===== config.mk =====
export PLATFORM = sky130hd
export DESIGN_NAME = fpu_core
export DESIGN_NICKNAME = d
export VERILOG_FILES = /design/src/rtl/fpu_pkg.sv /design/src/rtl/fpu_norm_round.sv /design/src/rtl/fpu_core.sv
export SDC_FILE = /design/constraint.sdc
export NUM_CORES = 2
export LEC_CHECK = 0
export ABC_CLOCK_PERIOD_IN_PS = 33000
export CAP_MARGIN = 15
export CORE_MARGIN = 3
export CORE_UTILIZATION = 45
export CTS_BUF_LIST = sky130_fd_sc_hd__clkbuf_4 sky130_fd_sc_hd__clkbuf_8 sky130_fd_sc_hd__clkbuf_16
export DETAILED_ROUTE_END_ITERATION = 6
export GPL_ROUTABILITY_DRIVEN = 1
export PLACE_DENSITY = 0.59
export SYNTH_ARGS = -nofsm -noshare
export SYNTH_HDL_FRONTEND = slang
export SYNTH_SLANG_ARGS = --single-unit
export TNS_END_PERCENT = 20

===== constraint.sdc =====
create_clock -name clk -period 33 [get_ports clk]
set_clock_uncertainty 0.05 [all_clocks]
set_input_delay 6.6 -clock clk [delete_from_list [all_inputs] [get_ports clk]]
set_output_delay 6.6 -clock clk [all_outputs]
set_load 0.05 [all_outputs]

===== src/rtl/fpu_pkg.sv =====
// Shared types, constants and operand classification for the binary32 add/sub/mul pipeline.
package fpu_pkg;
  localparam int EXP_W   = 8;
  localparam int FRAC_W  = 23;
  localparam int BIAS    = 127;
  localparam int LATENCY = 2;
  // Datapath significand: two integer bits (carry + hidden) above the binary point.
  localparam int SIG_W   = 48;

  localparam logic [1:0] OP_ADD  = 2'b00;
  localparam logic [1:0] OP_SUB  = 2'b01;
  localparam logic [1:0] OP_MUL  = 2'b10;
  localparam logic [1:0] OP_RSVD = 2'b11;

  localparam logic [31:0] QNAN    = 32'h7FC00000;
  localparam logic [31:0] POS_INF = 32'h7F800000;

  typedef enum logic [1:0] {CL_ZERO, CL_NORM, CL_INF, CL_NAN} fclass_e;

  typedef struct packed {
    logic [31:0] a;
    logic [31:0] b;
    logic [1:0]  op;
  } fpu_req_t;

  // Exponent 0 counts as zero: denormals are flushed.
  function automatic fclass_e fclass(input logic [31:0] x);
    fclass_e c;
    if (x[30:23] == 8'h00)      c = CL_ZERO;
    else if (x[30:23] == 8'hFF) c = (x[22:0] == '0) ? CL_INF : CL_NAN;
    else                        c = CL_NORM;
    return c;
  endfunction
endpackage


===== src/rtl/fpu_norm_round.sv =====
// Leading-zero normalise, round-to-nearest-even and overflow/underflow clamp.
module fpu_norm_round
  import fpu_pkg::*;
(
  input  logic              sign,
  input  logic signed [9:0] uexp,
  input  logic [SIG_W-1:0]  sig,
  output logic [31:0]       res
);
  localparam int G = SIG_W - FRAC_W - 2;
  localparam logic signed [11:0] EOFF = 12'(BIAS + 1);

  logic [5:0]             lz;
  logic [SIG_W-1:0]       norm;
  logic                   rnd;
  logic [FRAC_W+1:0]      mant_r;
  logic signed [11:0]     e_biased;

  always_comb begin
    lz = '0;
    for (int i = 0; i < SIG_W; i++)
      if (sig[i]) lz = 6'(SIG_W - 1 - i);
  end

  assign norm   = sig << lz;
  assign rnd    = norm[G] & (norm[G+1] | (|norm[G-1:0]));
  assign mant_r = {1'b0, 1'b1, norm[SIG_W-2 -: FRAC_W]} + (FRAC_W+2)'(rnd);
  // A rounding carry leaves the fraction all-zero and bumps the exponent.
  assign e_biased = {{2{uexp[9]}}, uexp} + EOFF - $signed({6'b0, lz})
                  + $signed({11'b0, mant_r[FRAC_W+1]});

  always_comb begin
    if (sig == '0)                res = {sign, 31'b0};
    else if (e_biased > 12'sd254) res = {sign, 8'hFF, 23'b0};
    else if (e_biased < 12'sd1)   res = {sign, 31'b0};
    else                          res = {sign, e_biased[7:0], mant_r[FRAC_W-1:0]};
  end
endmodule


===== src/rtl/fpu_core.sv =====
// Two-stage binary32 add/sub/mul: operands registered, then result registered into O.
module fpu_core
  import fpu_pkg::*;
(
  input  logic        clk,
  input  logic        rst,
  input  logic [31:0] A,
  input  logic [31:0] B,
  input  logic [1:0]  opcode,
  output logic [31:0] O
);
  fpu_req_t          req;
  fclass_e           ca, cb;
  logic              sa, sb, a_big, eff_sub, add_sign, mul_sign;
  logic [7:0]        ea, eb, e_big, e_small, d;
  logic [4:0]        dsh;
  logic [23:0]       ma, mb, m_big, m_small;
  logic [53:0]       al;
  logic [26:0]       big27, small27;
  logic [27:0]       mag;
  logic [47:0]       prod;
  logic signed [9:0] add_e, mul_e, nr_e;
  logic              nr_sign;
  logic [SIG_W-1:0]  nr_sig;
  logic [31:0]       nr_res, res;

  always_ff @(posedge clk) begin
    if (rst) begin
      req <= '0;
      O   <= '0;
    end else begin
      req <= '{a: A, b: B, op: opcode};
      O   <= res;
    end
  end

  assign ca = fclass(req.a);
  assign cb = fclass(req.b);
  assign sa = req.a[31];
  assign sb = req.b[31] ^ (req.op == OP_SUB);
  assign ea = req.a[30:23];
  assign eb = req.b[30:23];
  assign ma = (ca == CL_ZERO) ? 24'd0 : {1'b1, req.a[22:0]};
  assign mb = (cb == CL_ZERO) ? 24'd0 : {1'b1, req.b[22:0]};

  // Add/sub: align smaller magnitude with guard/round/sticky; shifts >= 27 collapse to sticky.
  assign a_big   = {ea, ma} >= {eb, mb};
  assign e_big   = a_big ? ea : eb;
  assign e_small = a_big ? eb : ea;
  assign m_big   = a_big ? ma : mb;
  assign m_small = a_big ? mb : ma;
  assign d       = e_big - e_small;
  assign dsh     = (d > 8'd27) ? 5'd27 : d[4:0];
  assign al      = {m_small, 30'b0} >> dsh;
  assign small27 = {al[53:28], al[27] | (|al[26:0])};
  assign big27   = {m_big, 3'b0};
  assign eff_sub = sa ^ sb;
  assign mag     = eff_sub ? ({1'b0, big27} - {1'b0, small27})
                           : ({1'b0, big27} + {1'b0, small27});
  assign add_sign = (mag == '0) ? (sa & sb) : (a_big ? sa : sb);
  assign add_e    = $signed({2'b0, e_big}) - 10'sd127;

  assign prod     = 48'(ma) * 48'(mb);
  assign mul_sign = sa ^ req.b[31];
  assign mul_e    = $signed({2'b0, ea}) + $signed({2'b0, eb}) - 10'sd254;

  assign nr_sign = req.op[1] ? mul_sign : add_sign;
  assign nr_e    = req.op[1] ? mul_e : add_e;
  assign nr_sig  = req.op[1] ? prod : {mag, 20'b0};

  fpu_norm_round u_nr (
    .sign (nr_sign),
    .uexp (nr_e),
    .sig  (nr_sig),
    .res  (nr_res)
  );

  always_comb begin
    res = nr_res;
    case (req.op)
      OP_ADD, OP_SUB: begin
        if (ca == CL_NAN || cb == CL_NAN)      res = QNAN;
        else if (ca == CL_INF && cb == CL_INF) res = (sa != sb) ? QNAN : {sa, POS_INF[30:0]};
        else if (ca == CL_INF)                 res = {sa, POS_INF[30:0]};
        else if (cb == CL_INF)                 res = {sb, POS_INF[30:0]};
      end
      OP_MUL: begin
        if (ca == CL_NAN || cb == CL_NAN)                   res = QNAN;
        else if ((ca == CL_INF && cb == CL_ZERO) ||
                 (cb == CL_INF && ca == CL_ZERO))           res = QNAN;
        else if (ca == CL_INF || cb == CL_INF)              res = {mul_sign, POS_INF[30:0]};
        else if (ca == CL_ZERO || cb == CL_ZERO)            res = {mul_sign, 31'b0};
      end
      default: res = '0;
    endcase
  end
endmodule


; ---- Yosys cells after proc, flatten, opt, wreduce, memory -nomap -nowiden
; Cells that the tools add are included.
[classes]
n_addsub = 10
n_mul = 1
n_lt_le_gt_ge = 4
n_eq_ne = 9
n_shift = 2
mux = 80
bitwise = 7
reduce_logical = 19
[op_table]
columns = operator, count
row1 = two-way mux 32 bit, 9
row2 = two-way mux 6 bit, 48
row3 = two-way mux 24 bit, 4
row4 = two-way mux 31 bit, 3
row5 = one-hot mux 32 bit (2 select lines), 1
row6 = >> shifter 54 x 5 -> 54 bit, 1
row7 = logical NOT 48 bit, 1
row8 = multiplier 24 x 24 -> 48 bit, 1
row9 = two-way mux 48 bit, 1
row10 = left shift 48 x 6 -> 47 bit, 1
row11 = logical NOT 23 bit, 2
row12 = >= comparator 32 bit, 1
row13 = adder 27 x 27 -> 28 bit, 1
row14 = logical NOT 28 bit, 1
row15 = two-way mux 28 bit, 1
row16 = subtractor 27 x 27 -> 28 bit, 1
row17 = OR reduction 27 bit, 1
row18 = adder 24 x 1 -> 25 bit, 1
row19 = OR reduction 23 bit, 1
row20 = equality test 8 bit (second input constant), 2
row21 = logical NOT 8 bit, 2
row22 = two-way mux 8 bit, 2
row23 = adder 12 x 1 -> 12 bit, 1
row24 = > comparator 12 x 9 -> 1 bit (second input constant), 1
row25 = 22 further kinds, 44
[word_totals]
register_bits = 98
inputBits = 68
word_cells = 136

; ---- Logic depth before layout (Yosys ltp)
[logic_depth]
depth_word = 80
depth_mapped = 94

; ---- Modules after synthesis
; Synthesis repeated with hierarchy kept, for this count alone.
[hier_totals]
hier_cells = 4624
area_unflattened_um2 = 35590.4
[modules_own_cells]
columns = module, instances, cells_per_inst, area_per_inst_um2
row1 = fpu_core, 1, 3757, 30002.5
row2 = fpu_norm_round, 1, 867, 5587.9

; ---- Worst setup path after synthesis
; Ideal clock, no wire load.
[synth_path]
kind = register to register
startpoint = register req (netlist bit ea[6])
endpoint = register O[18]
t_arrival_ps = 18830
required_ps = 32879
slack_ps = 14049
path_stages_with_launch = 91
cell_sequence = dfxtp_1 nor4_1 and2_1 clkbuf_1 inv_2 clkbuf_1 nand2_1 inv_1 ha_1 or4_1 or4b_1 a211oi_2 o41ai_1 nand3_1 clkbuf_1 clkbuf_1 clkbuf_1 clkbuf_1 (+55 left out) fa_1 a21o_1 a21oi_1 o21bai_1 a21oi_1 o21bai_1 a21oi_1 o21bai_1 a21oi_1 xor2_1 a31oi_1 a21o_1 or4b_2 nor2_1 nand3_1 clkbuf_1 clkbuf_1 a21oi_1
[synth_via]
elab_chain_len = 70
[synth_lines]
columns = item, line_no
row1 = from (decl), fpu_core.sv:12  ; fpu_req_t req;
row2 = from (signal assigned), fpu_core.sv:32  ; req <= '{a: A, b: B, op: opcode};
row3 = branches (longest 69 deep; another with >= comparator 32 bit), -
row4 = one-hot mux 32 bit (2 select lines) (*), fpu_core.sv:80  ; case (req.op)
row5 = to (signal assigned), fpu_core.sv:33  ; O <= res;
row6 = to (decl), fpu_core.sv:10  ; output logic [31:0] O
; Every way passes the cells marked *.
; A chain may end at the register's enable or synchronous reset.

; ---- Worst setup path after layout
[layout_path]
startpoint = register req (netlist bit ea[6])
endpoint = register O[22]
; The elaborated chain is that of the path after synthesis.

==> impl_metrics.py <==
metrics = {
    "run_status": {
        "status": "finished, violations left",
        "violations": "antenna violations, design-rule violations",
    },
    "sta": {
        "rsz0062_at_grt": "false",
        "worstMarginPinSlew_ns": 1.289,
        "slew_headroom_pct": 14.07,
        "fin_crit_sh_pct": 66.36,
        "finalCriticalPeriod_ns": 21.90,
        "hold_viol": 0,
        "setup_viol": 0,
        "fin_tns_setup_ns": 0,
        "fin_ws_ns": 11.10,
        "final-max-slew-violation-count": 0,
        "max_freq_ghz": 0.04566,
    },
    "critical_path": {
        "cp.required_ns": 33.31,
        "rr_worst_depth": 80,
        "cpMaxStageDelayCell": "xnor2_1",
        "reg2reg_slack_ns": 11.10,
        "r2r_end": "O[22]$_SDFF_PP0_",
        "critPathLaunch": "ea[6]$_SDFF_PP0_",
        "crit_path_end_kind": "register",
        "crit_type": "register to register",
        "critPathArrivalTime_ns": 22.21,
        "cp_max_fo": 49,
        "cp-start-kind": "register",
        "timing.critical_path.mode_cell": "a21oi_1",
        "slowest_delay_ns": 0.79,
        "r2r_start": "ea[6]$_SDFF_PP0_",
    },
    "final_layout": {
        "final_net_count": 5614,
        "final_core_util_pct": 48.64,
        "area_growth_pct": 6.727,
        "drive_above_1_share_pct": 5.496,
        "design_area_um2": 40000,
    },
    "yosys": {
        "synthFlopType": "dfxtp_1",
        "synth_area_per_cell_um2": 7.870,
        "ys_ff_latch": 98,
        "synth_cell_types": 117,
        "synthAdderAreaFrac_pct": 36.51,
        "synthArstFlopShare_pct": 0,
        "synthMuxAreaShare_pct": 4.317,
        "yosysWarnings": 0,
        "yosysSeqAreaShare_pct": 5.235,
        "syn_nets": 5632,
        "synth_compound_area_share_pct": 18.41,
        "synth-xor-area-share_pct": 2.571,
        "synthSimpleGateAreaFrac_pct": 23.02,
        "syn-cell-area_um2": 37480,
        "synth_top_family_by_area": "adder cells",
        "synth_edf_count": 0,
        "netlist_instances": 4762,
    },
    "clock_tree": {
        "clkSinkCount": 98,
        "cts_tree": "built",
        "cts_setup_buffers": 0,
        "cts_hold_buf": 0,
        "cts_buffers": 9,
        "htree_levels": 3,
        "cts_resized": 0,
        "cts_buffer_depth": 2,
        "cts-root-buf": "clkbuf_16",
        "clk_pin_slew_ns": 0.08,
        "clk_latency_ns": 0.43,
    },
    "routing": {
        "num_vias": 34940,
        "via_per_inst": 5.998,
        "routedWlPerCell_um": 23.80,
        "drt_wl_total_um": 138600,
        "dr.pass1.iters": 7,
        "drt_iter0_markers": 3216,
        "antenna_left": 1,
        "drc_errors": 10,
    },
    "global_routing": {
        "grt_pass1_wl_um": 212000,
        "grtUsageTotal_pct": 32.02,
        "overflow": 0,
        "grt_max_degree": 93,
        "antenna_found_initial": 6,
        "grt_pass1_vias": 34450,
    },
    "die": {
        "die_h_um": 294.6,
        "start_util_pct": 45.57,
        "coreArea_um2": 82240,
        "die-area_um2": 86780,
        "rows": 105,
        "ios": 100,
        "die_w_um": 294.6,
    },
    "min_path": {
        "hold_path_class": "register to register",
        "whs_path_depth": 2,
        "min_to": "O[31]$_SDFF_PP0_",
        "worstHoldStart": "req[0]$_SDFF_PP0_",
    },
    "power": {
        "leakagePower_nw": 17.69,
        "power.density_nw_per_um2": 53.54,
        "power_mw": 2.142,
        "peakVddDrop_mv": 0.04272,
    },
    "run": {
        "cap_viol_max_count": 0,
    },
    "placement": {
        "gp_congestion": 1.046,
        "dp_hpwl_um": 110900,
        "placed_cell_area_um2": 39670,
        "numPortBuffers": 99,
        "post-place-ws_ns": 11.62,
    },
}
[stage by stage]
stage          cells  hold slack (ns)
2_1_floorplan   4762           0.5514
3_5_place_dp    5803           0.6637
3_3_place_gp    5803           0.6720
5_1_grt         5819           0.7475
4_1_cts         5819           0.6772
6_report        5826           0.6719
[power breakdown]
part	total (mW)	switching, mW	internal [mW]
Combinational	1.88	1.21	0.663
Clock	0.118	0.0582	0.0600
Sequential	0.147	0.0112	0.136
Total	2.14	1.28	0.859
[critical path, delay by kind of cell, from the launching register on]
kind / cells / cell delay (ns)
XOR/XNOR: 2 / 0.95
flip-flops: 1 / 0.40
AND/OR/NAND/NOR: 14 / 4.35
buffers and inverters: 9 / 2.55
multiplexers: 2 / 0.57
adder cells (fa/ha/maj): 8 / 2.25
AO/OA/AOI/OAI: 45 / 10.61
[cell families after synthesis]
group | count (synthesis)
buffers and inverters | 952
AO/OA/AOI/OAI | 1003
flip-flops | 98
adder cells (fa/ha/maj) | 802
multiplexers | 153
XOR/XNOR | 110
AND/OR/NAND/NOR | 1644
[per-layer routing]
metal	wire length (um)	vias up	global-route usage, %
met1	59840	17190	44.33
met3	13510	257	7.490
li1	-	15880	-
met4	5684	2	11.93
met2	59550	1620	48.62
met5	54	-	0
[worst max path at each step]
stage / to / slack (ns) / depth (start not counted)
finish: O[22]$_SDFF_PP0_ / 11.10 / 80
global route: O[22]$_SDFF_PP0_ / 9.69 / 82
CTS: O[22]$_SDFF_PP0_ / 11.55 / 81
detailed placement: O[22]$_SDFF_PP0_ / 11.62 / 80
global placement: O[15]$_SDFF_PP0_ / 12.23 / 84
floorplan: O[18]$_SDFF_PP0_ / 14.05 / 90
[registers in the layout, summed over array words and instances, names as in the netlist]
name  flops
req      50
ea        8
eb        8
O        32
[cells in the final DEF (no fill, tap or decap), types with 29 or more instances in the layout]
cell	Yosys	routed
a211oi_1	53	51
a21o_1	50	50
a21oi_1	243	243
a31oi_1	40	40
and2_1	511	511
buf_4	12	115
clkdlybuf4s50_1	0	98
dfxtp_1	98	97
fa_1	486	486
ha_1	316	315
inv_1	700	700
mux2_2	40	40
mux2i_1	106	106
nand2_1	322	322
nand2b_1	29	29
nand3_1	71	70
nor2_1	325	320
nor2b_1	88	88
nor3_1	91	91
nor4_1	43	43
o211ai_1	53	53
o21a_1	33	33
o21ai_0	179	179
o21bai_1	29	29
or3_1	29	29
xnor2_1	82	82
[synthesized netlist by cell type (21+ instances only)]
master | instances | area, um2
clkbuf_1 | 188 | 705.7
nor2_1 | 325 | 1220
o22ai_1 | 23 | 143.9
a21o_1 | 50 | 375.4
buf_2 | 21 | 105.1
ha_1 | 316 | 3954
nand2_1 | 322 | 1209
a21oi_1 | 243 | 1216
a211oi_1 | 53 | 397.9
nand4_1 | 28 | 175.2
fa_1 | 486 | 9729
and2_1 | 511 | 3197
or2_2 | 21 | 131.4
mux2i_1 | 106 | 1061
nor4_1 | 43 | 269.0
dfxtp_1 | 98 | 1962
and3_1 | 28 | 175.2
o21ai_1 | 21 | 105.1
nor2b_1 | 88 | 550.5
nand3_1 | 71 | 355.3
mux2_2 | 40 | 450.4
xor2_1 | 28 | 245.2
o21bai_1 | 29 | 217.7
xnor2_1 | 82 | 718.2
o211ai_1 | 53 | 397.9
o21ai_0 | 179 | 895.9
nand2b_1 | 29 | 181.4
inv_1 | 700 | 2628
nor3_1 | 91 | 455.4
o21a_1 | 33 | 247.7
a31oi_1 | 40 | 250.2
or3_1 | 29 | 181.4
[layout make-up]
cell class,instances,area (um2)
tap,1070,1339
fill,8267,42240
clock inverter,7,83.83
timing repair buffer,213,1844
antenna,7,17.52
sequential,98,1966
inverter,710,2673
multi-input combinational,3712,31850
clock buffer,9,225.2
Note: power is estimated with default switching activity, not from simulation.
